`config.mk`:
```
export PLATFORM = sky130hd
export DESIGN_NAME = retospect_bs_loader
export DESIGN_NICKNAME = d
export VERILOG_FILES = /design/src/rtl/retospect_bs_pkg.sv /design/src/rtl/retospect_crc8_serial.sv /design/src/rtl/retospect_bs_loader.sv
export SDC_FILE = /design/constraint.sdc
export NUM_CORES = 1
export LEC_CHECK = 0
export BUFFER_PORTS_ARGS = -buffer_cell sky130_fd_sc_hd__buf_4
export CAP_MARGIN = 15
export CORE_ASPECT_RATIO = 1.75
export CORE_MARGIN = 4
export CORE_UTILIZATION = 50
export DETAILED_ROUTE_END_ITERATION = 10
export PLACE_DENSITY = 0.76
export SYNTH_ARGS = -nofsm -noshare
export SYNTH_HDL_FRONTEND = slang
export SYNTH_HIERARCHICAL = 1
export SYNTH_SLANG_ARGS = --single-unit
```
`constraint.sdc`:
```
create_clock -name clk -period 2.6 [get_ports clk]
set_clock_uncertainty 0.05 [all_clocks]
set_input_delay 0.52 -clock clk [delete_from_list [all_inputs] [get_ports clk]]
set_output_delay 0.52 -clock clk [all_outputs]
set_load 0.02 [all_outputs]
```
`src/rtl/retospect_bs_pkg.sv`:
```
// rtl/retospect_bs_pkg.sv - shared types, defaults and CRC step for the bitstream loader
package retospect_bs_pkg;

  localparam int CLOCKBOX_BITS = 48;
  localparam int CELL_BITS     = 18;
  localparam int NUM_CELLS     = 50;

  // Full chain: clockbox registers first, then the cell array.
  localparam int         DEFAULT_CHAIN_BITS = CLOCKBOX_BITS + CELL_BITS * NUM_CELLS;
  localparam logic [7:0] DEFAULT_CRC_POLY   = 8'h07;

  typedef enum logic [2:0] {
    IDLE  = 3'd0,
    FETCH = 3'd1,
    SHIFT = 3'd2,
    CHECK = 3'd3,
    ARM   = 3'd4
  } state_t;

  // One MSB-first serial CRC-8 step.
  function automatic logic [7:0] crc8_step(
    input logic [7:0] crc_in,
    input logic       bit_in,
    input logic [7:0] poly
  );
    logic fb;
    fb = crc_in[7] ^ bit_in;
    return {crc_in[6:0], 1'b0} ^ (fb ? poly : 8'h00);
  endfunction

endpackage

```
`src/rtl/retospect_crc8_serial.sv`:
```
// rtl/retospect_crc8_serial.sv - bit-serial CRC-8 accumulator, init 0, no final xor
module retospect_crc8_serial
  import retospect_bs_pkg::*;
#(
  parameter logic [7:0] POLY = DEFAULT_CRC_POLY
) (
  input  logic       clk,
  input  logic       rst_n,
  input  logic       clr,
  input  logic       en,
  input  logic       bit_in,
  output logic [7:0] crc
);

  always_ff @(posedge clk or negedge rst_n) begin
    if (!rst_n) begin
      crc <= 8'h00;
    end else if (clr) begin
      crc <= 8'h00;
    end else if (en) begin
      crc <= crc8_step(crc, bit_in, POLY);
    end
  end

endmodule

```
`src/rtl/retospect_bs_loader.sv`:
```
// rtl/retospect_bs_loader.sv - byte-wide loader serialising config bytes onto the chain
module retospect_bs_loader
  import retospect_bs_pkg::*;
#(
  parameter int         CHAIN_BITS = DEFAULT_CHAIN_BITS,
  parameter logic [7:0] CRC_POLY   = DEFAULT_CRC_POLY
) (
  input  logic       clk,
  input  logic       rst_n,
  input  logic       start,
  input  logic [7:0] byte_in,
  input  logic       byte_valid,
  output logic       byte_ready,
  output logic       config_en,
  output logic       bs_out,
  output logic       reset_nn,
  output logic       busy,
  output logic       done,
  output logic       crc_ok
);

  localparam int BW = $clog2(CHAIN_BITS + 1);

  state_t          r_state;
  state_t          w_next;
  logic [7:0]      r_shreg;
  logic [3:0]      r_cnt;
  logic [BW-1:0]   r_bits_sent;
  logic            r_done;
  logic            r_crc_ok;

  logic [7:0]      w_crc;
  logic [31:0]     w_remain;
  logic [3:0]      w_first_cnt;
  logic            w_start_go;
  logic            w_shift_en;
  logic            w_last_bit;
  logic            w_chain_full;
  logic            w_crc_match;

  assign w_start_go   = (r_state == IDLE) && start;
  assign w_shift_en   = (r_state == SHIFT);
  assign w_last_bit   = (r_cnt == 4'd1);
  assign w_chain_full = ((32'(r_bits_sent) + 32'd1) == 32'(CHAIN_BITS));
  assign w_crc_match  = (byte_in == w_crc);

  // The final byte may carry fewer than 8 chain bits; its upper bits are dropped.
  assign w_remain    = 32'(CHAIN_BITS) - 32'(r_bits_sent);
  assign w_first_cnt = (w_remain < 32'd8) ? w_remain[3:0] : 4'd8;

  always_ff @(posedge clk or negedge rst_n) begin
    if (!rst_n) begin
      r_state <= IDLE;
    end else begin
      r_state <= w_next;
    end
  end

  always_comb begin
    w_next = r_state;
    case (r_state)
      IDLE:    if (start)      w_next = FETCH;
      FETCH:   if (byte_valid) w_next = SHIFT;
      SHIFT:   if (w_last_bit) w_next = w_chain_full ? CHECK : FETCH;
      CHECK:   if (byte_valid) w_next = w_crc_match ? ARM : IDLE;
      ARM:                     w_next = IDLE;
      default:                 w_next = IDLE;
    endcase
  end

  always_comb begin
    byte_ready = 1'b0;
    config_en  = 1'b0;
    bs_out     = 1'b0;
    reset_nn   = 1'b0;
    busy       = (r_state != IDLE);
    case (r_state)
      FETCH, CHECK: byte_ready = 1'b1;
      SHIFT: begin
        config_en = 1'b1;
        bs_out    = r_shreg[0];
      end
      ARM:     reset_nn = 1'b1;
      default: ;
    endcase
  end

  always_ff @(posedge clk or negedge rst_n) begin
    if (!rst_n) begin
      r_shreg     <= 8'h00;
      r_cnt       <= 4'd0;
      r_bits_sent <= '0;
      r_done      <= 1'b0;
      r_crc_ok    <= 1'b0;
    end else begin
      if (w_start_go) begin
        r_bits_sent <= '0;
        r_done      <= 1'b0;
        r_crc_ok    <= 1'b0;
      end
      if ((r_state == FETCH) && byte_valid) begin
        r_shreg <= byte_in;
        r_cnt   <= w_first_cnt;
      end
      if (w_shift_en) begin
        r_shreg     <= {1'b0, r_shreg[7:1]};
        r_cnt       <= r_cnt - 4'd1;
        r_bits_sent <= r_bits_sent + BW'(1);
      end
      if ((r_state == CHECK) && byte_valid) begin
        r_crc_ok <= w_crc_match;
        r_done   <= 1'b1;
      end
    end
  end

  assign done   = r_done;
  assign crc_ok = r_crc_ok;

  retospect_crc8_serial #(
    .POLY (CRC_POLY)
  ) u_crc (
    .clk    (clk),
    .rst_n  (rst_n),
    .clr    (w_start_go),
    .en     (w_shift_en),
    .bit_in (r_shreg[0]),
    .crc    (w_crc)
  );

endmodule

```
==> qor.yml, run 1 <==
p_int_w: 0.00121
timing.rr.end: "r_cnt[0]"
start_kind: "flip-flop"
vias: 1627
slowest_stage: "dfrtp_1"
cts_buffer_depth: 2
max-slew-margin-rel_pct: 65.4
die_w_um: 56.1
antenna_found_initial: 0
cts_sinks: 35
cp_num_buf_inv: 2
netlist-cell-type-count: 52
max_stage_delay_ps: 460
period_share_pct: 86.9
place_congestion: 0.820
hold_class: "in2async"
grt_overflow: 0
setup_viol: 0
critical_path_required_ps: 2030
synthTopCellsByArea: "dfrtp_1 43%, xnor2_1 5.6%, nor2_1 4.4%"
clkSlewWorstSetupHoldPaths_ps: 70
synth_nets: 231
path_cells: "or3b_1 > clkinv_4 > and2_1 > buf_4"
switching_share_pct: 39.9
io_pins: 19
num_antenna_cells: 0
p_clk_share_pct: 18.8
vias_per_cell: 5.83
pre_cts_slack_ps: 642
track_usage_pct: 19.1
postRouteAntennaNets: 0
synthesis.area_mm2: 0.00202
p_leak_nw: 0.936
dp_hpwl_um: 3340
layout-drive-gt1-share_pct: 15.6
p_comb_share_pct: 38.8
die_h_um: 92.2
clock_latency_ps: 290
worst-slew-pin-transition_ps: 516
fin_crit_ps: 2260
grt_pass1_vias: 1644
final_nets: 247
vdd_ir_drop_max_mv: 0.506
drt-total-wl_um: 4520
synth_edf_count: 0
async_flop_share_pct: 100
power.net_switching_w: 0.000801
synthCells: 214
crit_arrival_ps: 1690
row_count: 30
root_buffer: "clkbuf_8"
dr.first_iter.drc_count: 25
seq_area_frac_synth_pct: 43.3
netlist.area_leader.share_pct: 43.3
rsz0062_at_grt: "no"
synthToLayoutAreaGrowth_pct: 10.7
core_area_mm2: 0.00390
die_area_mm2: 0.00517
finalSetupTns_ps: 0
hold_violations: 0
powerDensity_mw_per_mm2: 897
slew_viol_final: 0
cts_tree: "yes"
r2r-start: "r_bits_sent[0]"
fillCellCount: 369
status: "finished clean"
worst_slack_ps: 340
cp-end-kind: "output port"
postCtsSetupRepairBufs: 0
cts-resized-gates: 0
seq_power_share_pct: 42.4
drc: 0
ys.flop_type: "dfrtp_1"
ys_ff_latch: 35
hold_buffers: 0
start_util_pct: 51.9
cts_inserted_buffers: 5
max_freq_ghz: 0.443
grt_pass1_wl_um: 7740
grt_max_degree: 36
first_pass_iters: 4
wl_per_cell_um: 16.2
max_cap_violations: 0
path_delay_family: "simple AND/OR/NAND/NOR gates"
htreeDepth: 2
ys_warn_count: 6
crit_path_max_fanout: 25
worst-setup-path-type: "reg2out"
io_buffers: 18
reg2reg_depth: 6
rrSetupSlack_ps: 620
syn_avg_cell_area_um2: 9.46
post-synth-top-area-cell: "dfrtp_1"
## worst max path at each step
stage | start | to | slack [ps] | depth (start not counted)
after global placement | r_state[0] | bs_out | 660 | 4
final | r_state[0] | bs_out | 340 | 4
after floorplan | r_state[0] | u_crc/crc[2] | 570 | 8
after CTS | r_state[0] | bs_out | 330 | 4
after detailed placement | r_bits_sent[0] | r_cnt[1] | 640 | 6
after global routing | r_state[0] | bs_out | 260 | 4
## flip-flops by register name, summed over array words and instances (netlist names)
| name | cells |
|---|---|
| r_bits_sent | 10 |
| r_shreg | 8 |
| u_crc/crc | 8 |
| r_cnt | 4 |
| r_state | 3 |
| crc_ok | 1 |
| done | 1 |
## stage by stage
step / util, % / std cells / area (µm²) / power, W / hold slack, ps
floorplan: - / 214 / 2020 / 0.00144 / 174
global placement: 55.3 / 271 / 2160 / 0.00161 / 419
detailed placement: 55.3 / 271 / 2160 / 0.00164 / 428
CTS: 57.4 / 279 / 2240 / 0.00202 / 137
global route: 57.4 / 279 / 2240 / 0.00216 / 152
finish: 57.4 / 279 / 2240 / 0.00201 / 127
## power groups by stage
stage,sequential (W),clock (W),combinational [W]
floorplan,0.000807,0,0.000635
global placement,0.000851,0,0.000764
detailed placement,0.000856,0,0.000784
CTS,0.000849,0.000386,0.000784
global route,0.000869,0.000405,0.000881
finish,0.000852,0.000377,0.000780
## synthesized netlist by cell type (all sizes together), types with 4 or more instances
cell / number
buf: 7
nand2: 17
dfrtp: 35
xnor2: 13
nand2b: 4
inv: 10
nor3: 9
ha: 5
a21oi: 6
o22ai: 8
o21ai: 11
nor2: 24
nand3: 12
mux2i: 5
## layer usage
layer / track usage, % / up-vias / wire length [µm]
met3: 2.82 / 8 / 139
met1: 21.3 / 790 / 1800
met5: 0 / - / 0
met4: 8.12 / 0 / 108
li1: - / 794 / -
met2: 35.2 / 35 / 2470
## kinds of logic after synthesis
kind of cell	count (synthesis)	share of synthesized area, %
AO/OA/AOI/OAI	43	14.5
AND/OR/NAND/NOR	89	24.1
adder cells (fa/ha/maj)	5	3.09
flip-flops	35	43.3
XOR/XNOR	16	6.92
buffers and inverters	21	5.62
multiplexers	5	2.47
## cells in the final DEF, fill, tap and decap left out, types with 2 or more instances in the layout
master,n
nand3_1,12
inv_1,9
and2_1,2
nand2b_1,4
nor3b_1,2
a211oi_1,2
nand3b_1,2
xor2_1,3
clkbuf_1,2
o221ai_1,2
nor2_1,24
nand4bb_1,2
dfrtp_1,35
o22ai_1,8
or4_1,3
o211ai_1,3
clkbuf_8,5
a21oi_1,6
ha_1,5
buf_4,19
o21ai_0,10
nand2_1,16
xnor2_1,13
nor3_1,9
nand4_1,2
mux2i_1,5
## cell type report
type | count | area [µm²] | area share (%)
multi-input cells | 158 | 1030 | 46.2
clock inverters | 1 | 5.00 | 0.223
well taps | 48 | 60.1 | 2.68
clock buffers | 7 | 76.3 | 3.41
repair buffers | 19 | 143 | 6.37
flip-flops and latches | 35 | 876 | 39.1
inverters | 11 | 46.3 | 2.07
Power figures use the tool's default switching activity.
==> run 2, diff against run 1 <==
--- a/config.mk
+++ b/config.mk
@@ -14,5 +14,4 @@
 export PLACE_DENSITY = 0.76
 export SYNTH_ARGS = -nofsm -noshare
 export SYNTH_HDL_FRONTEND = slang
-export SYNTH_HIERARCHICAL = 1
 export SYNTH_SLANG_ARGS = --single-unit
==> run 2 against run 1 <==
  * Synthesized area is 0.12% lower
  * Critical endpoint unchanged
  * Cell area is 0.56% higher
  * Global-route usage is 0.25 points higher
  * Critical path type unchanged
  * Sequential share of layout area is 0.22 points lower
  * Largest power group is now combinational cells
==> qor.yml, run 2 <==
status: "finished clean"
max_freq_ghz: 0.426
path_delay_family: "simple AND/OR/NAND/NOR gates"
root_buffer: "clkbuf_8"
setup_viol: 0
grt_pass1_wl_um: 7670
ys_ff_latch: 35
max_stage_delay_ps: 520
period_share_pct: 90.3
fin_crit_ps: 2350
htreeDepth: 2
synthesis.area_mm2: 0.00202
place_congestion: 0.883
crit_path_max_fanout: 12
io_pins: 19
die_area_mm2: 0.00517
clkSlewWorstSetupHoldPaths_ps: 70
placed_area_mm2: 0.00217
postRouteAntennaNets: 0
post-synth-top-area-cell: "dfrtp_1"
drt-total-wl_um: 4590
powerDensity_mw_per_mm2: 1130
synth_commonest_cells: "35 x dfrtp_1, 25 x nor2_1, 21 x nand2_1"
io_buffers: 18
cts_sinks: 35
core_area_mm2: 0.00390
layout-drive-gt1-share_pct: 13.8
start_util_pct: 51.8
cts-resized-gates: 0
hold_buffers: 0
multi_input_area_mm2: 0.00102
slew_viol_final: 0
antenna_found_initial: 0
synthCells: 227
cts_inserted_buffers: 5
vdd_ir_drop_max_mv: 0.736
row_count: 30
drc: 0
dp_hpwl_um: 3330
worst-setup-path-type: "reg2out"
worst-slew-pin-transition_ps: 443
cts_buffer_depth: 2
cp_num_buf_inv: 2
postCtsSetupRepairBufs: 0
p_total_w: 0.00255
netlist.area_leader.share_pct: 43.3
rsz0062_at_grt: "no"
yosysMostFrequentCell: "dfrtp_1"
max-slew-margin-rel_pct: 70.5
dr.first_iter.drc_count: 38
grt_max_degree: 36
vias_per_cell: 5.84
vias: 1683
top_regs: "r_bits_sent (10), r_shreg (8), u_crc.crc (8)"
clock_latency_ps: 290
final_nets: 257
seq_area_frac_synth_pct: 43.3
netlist-cell-type-count: 41
crit_cells: 4
synthToLayoutAreaGrowth_pct: 11.4
critical_path_required_ps: 2030
finalSetupTns_ps: 0
grt_pass1_vias: 1618
cp-end-kind: "output port"
start_kind: "flip-flop"
async_flop_share_pct: 100
die_h_um: 92.1
slowest_stage: "dfrtp_1"
first_pass_iters: 4
ys.flop_type: "dfrtp_1"
hold_violations: 0
final_common_cell: "dfrtp_1"
num_antenna_cells: 0
cts_tree: "yes"
syn_avg_cell_area_um2: 8.91
reg2reg_depth: 6
grt_overflow: 0
synth_edf_count: 0
hold_class: "in2async"
fillCellCount: 375
die_w_um: 56.1
largest-register: "r_bits_sent"
largest_register_ffs: 10
track_usage_pct: 19.4
synth_nets: 244
wl_per_cell_um: 15.9
crit_arrival_ps: 1780
synthTopCellsByArea: "dfrtp_1 43%, xnor2_1 7.4%, o21ai_0 5.0%"
most-common-layout-cells: "35 x dfrtp_1, 25 x nor2_1, 21 x nand2_1, 21 x buf_4, 20 x o21ai_0"
ys_warn_count: 0
seq_area_um2: 876
design_area_mm2: 0.00225
p_leak_nw: 0.977
path_cells: "or3b_1 > inv_2 > and2_1 > buf_4"
max_cap_violations: 0
[run 2: cell types whose count changed after synthesis, sizes merged, moves of 4 or more]
cell    previous run  this run
mux2i              5         0
a21oi              6        10
o21ai             11        21
nand2             17        21
xnor2             13        17
a22o               0         7
nand3             12         6
clkbuf             3         8
[run 2: final cells by class]
class	instances	share of cell area, %
inverter	13	2.17
multi-input combinational	164	45.4
timing repair buffer	21	7.00
clock inverter	1	0.222
sequential	35	38.9
clock buffer	6	3.66
tap	48	2.67
[run 2: routing by layer]
metal	vias to the layer above	global-route usage (%)	part of all wire, %
li1	820	-	-
met1	803	22.4	39
met2	44	32.4	53
met3	16	2.96	3.1
met4	0	12.9	5.3
met5	-	0	0
[run 2: final timing paths]
check / from / endpoint / slack, ps
max reg2reg: r_bits_sent[0] / r_state[1] / 540
min in group clk: start / r_bits_sent[0] / 380
max in group asynchronous: rst_n / u_crc.crc[6] / 2050
min reg2reg: r_shreg[4] / r_shreg[4] / 450
max: r_state[0] / bs_out / 250
min: rst_n / done / 110
[run 2: power breakdown]
part | leakage, nW | total, W | switching [W] | internal (W)
sequential | 0.441 | 0.000995 | 0.000253 | 0.000742
clock | 0.0470 | 0.000408 | 0.000200 | 0.000208
combinational | 0.488 | 0.00114 | 0.000647 | 0.000495
total | 0.977 | 0.00255 | 0.00110 | 0.00145
[run 2: metrics by stage]
step	utilization, %	hold slack, ps	instances	setup slack (ps)
final	57.7	114	288	252
after global routing	57.7	141	288	169
after CTS	57.7	138	288	246
after detailed placement	55.5	442	281	539
after global placement	55.5	435	281	566
after floorplan	-	174	227	511
[run 2: kinds of logic after synthesis]
| logic type | Yosys count | share of synthesized area, % |
|---|---|---|
| AO/OA/AOI/OAI | 60 | 19.0 |
| XOR/XNOR | 20 | 8.66 |
| adder cells (fa/ha/maj) | 5 | 3.09 |
| buffers and inverters | 28 | 6.06 |
| flip-flops | 35 | 43.3 |
| AND/OR/NAND/NOR | 79 | 19.9 |
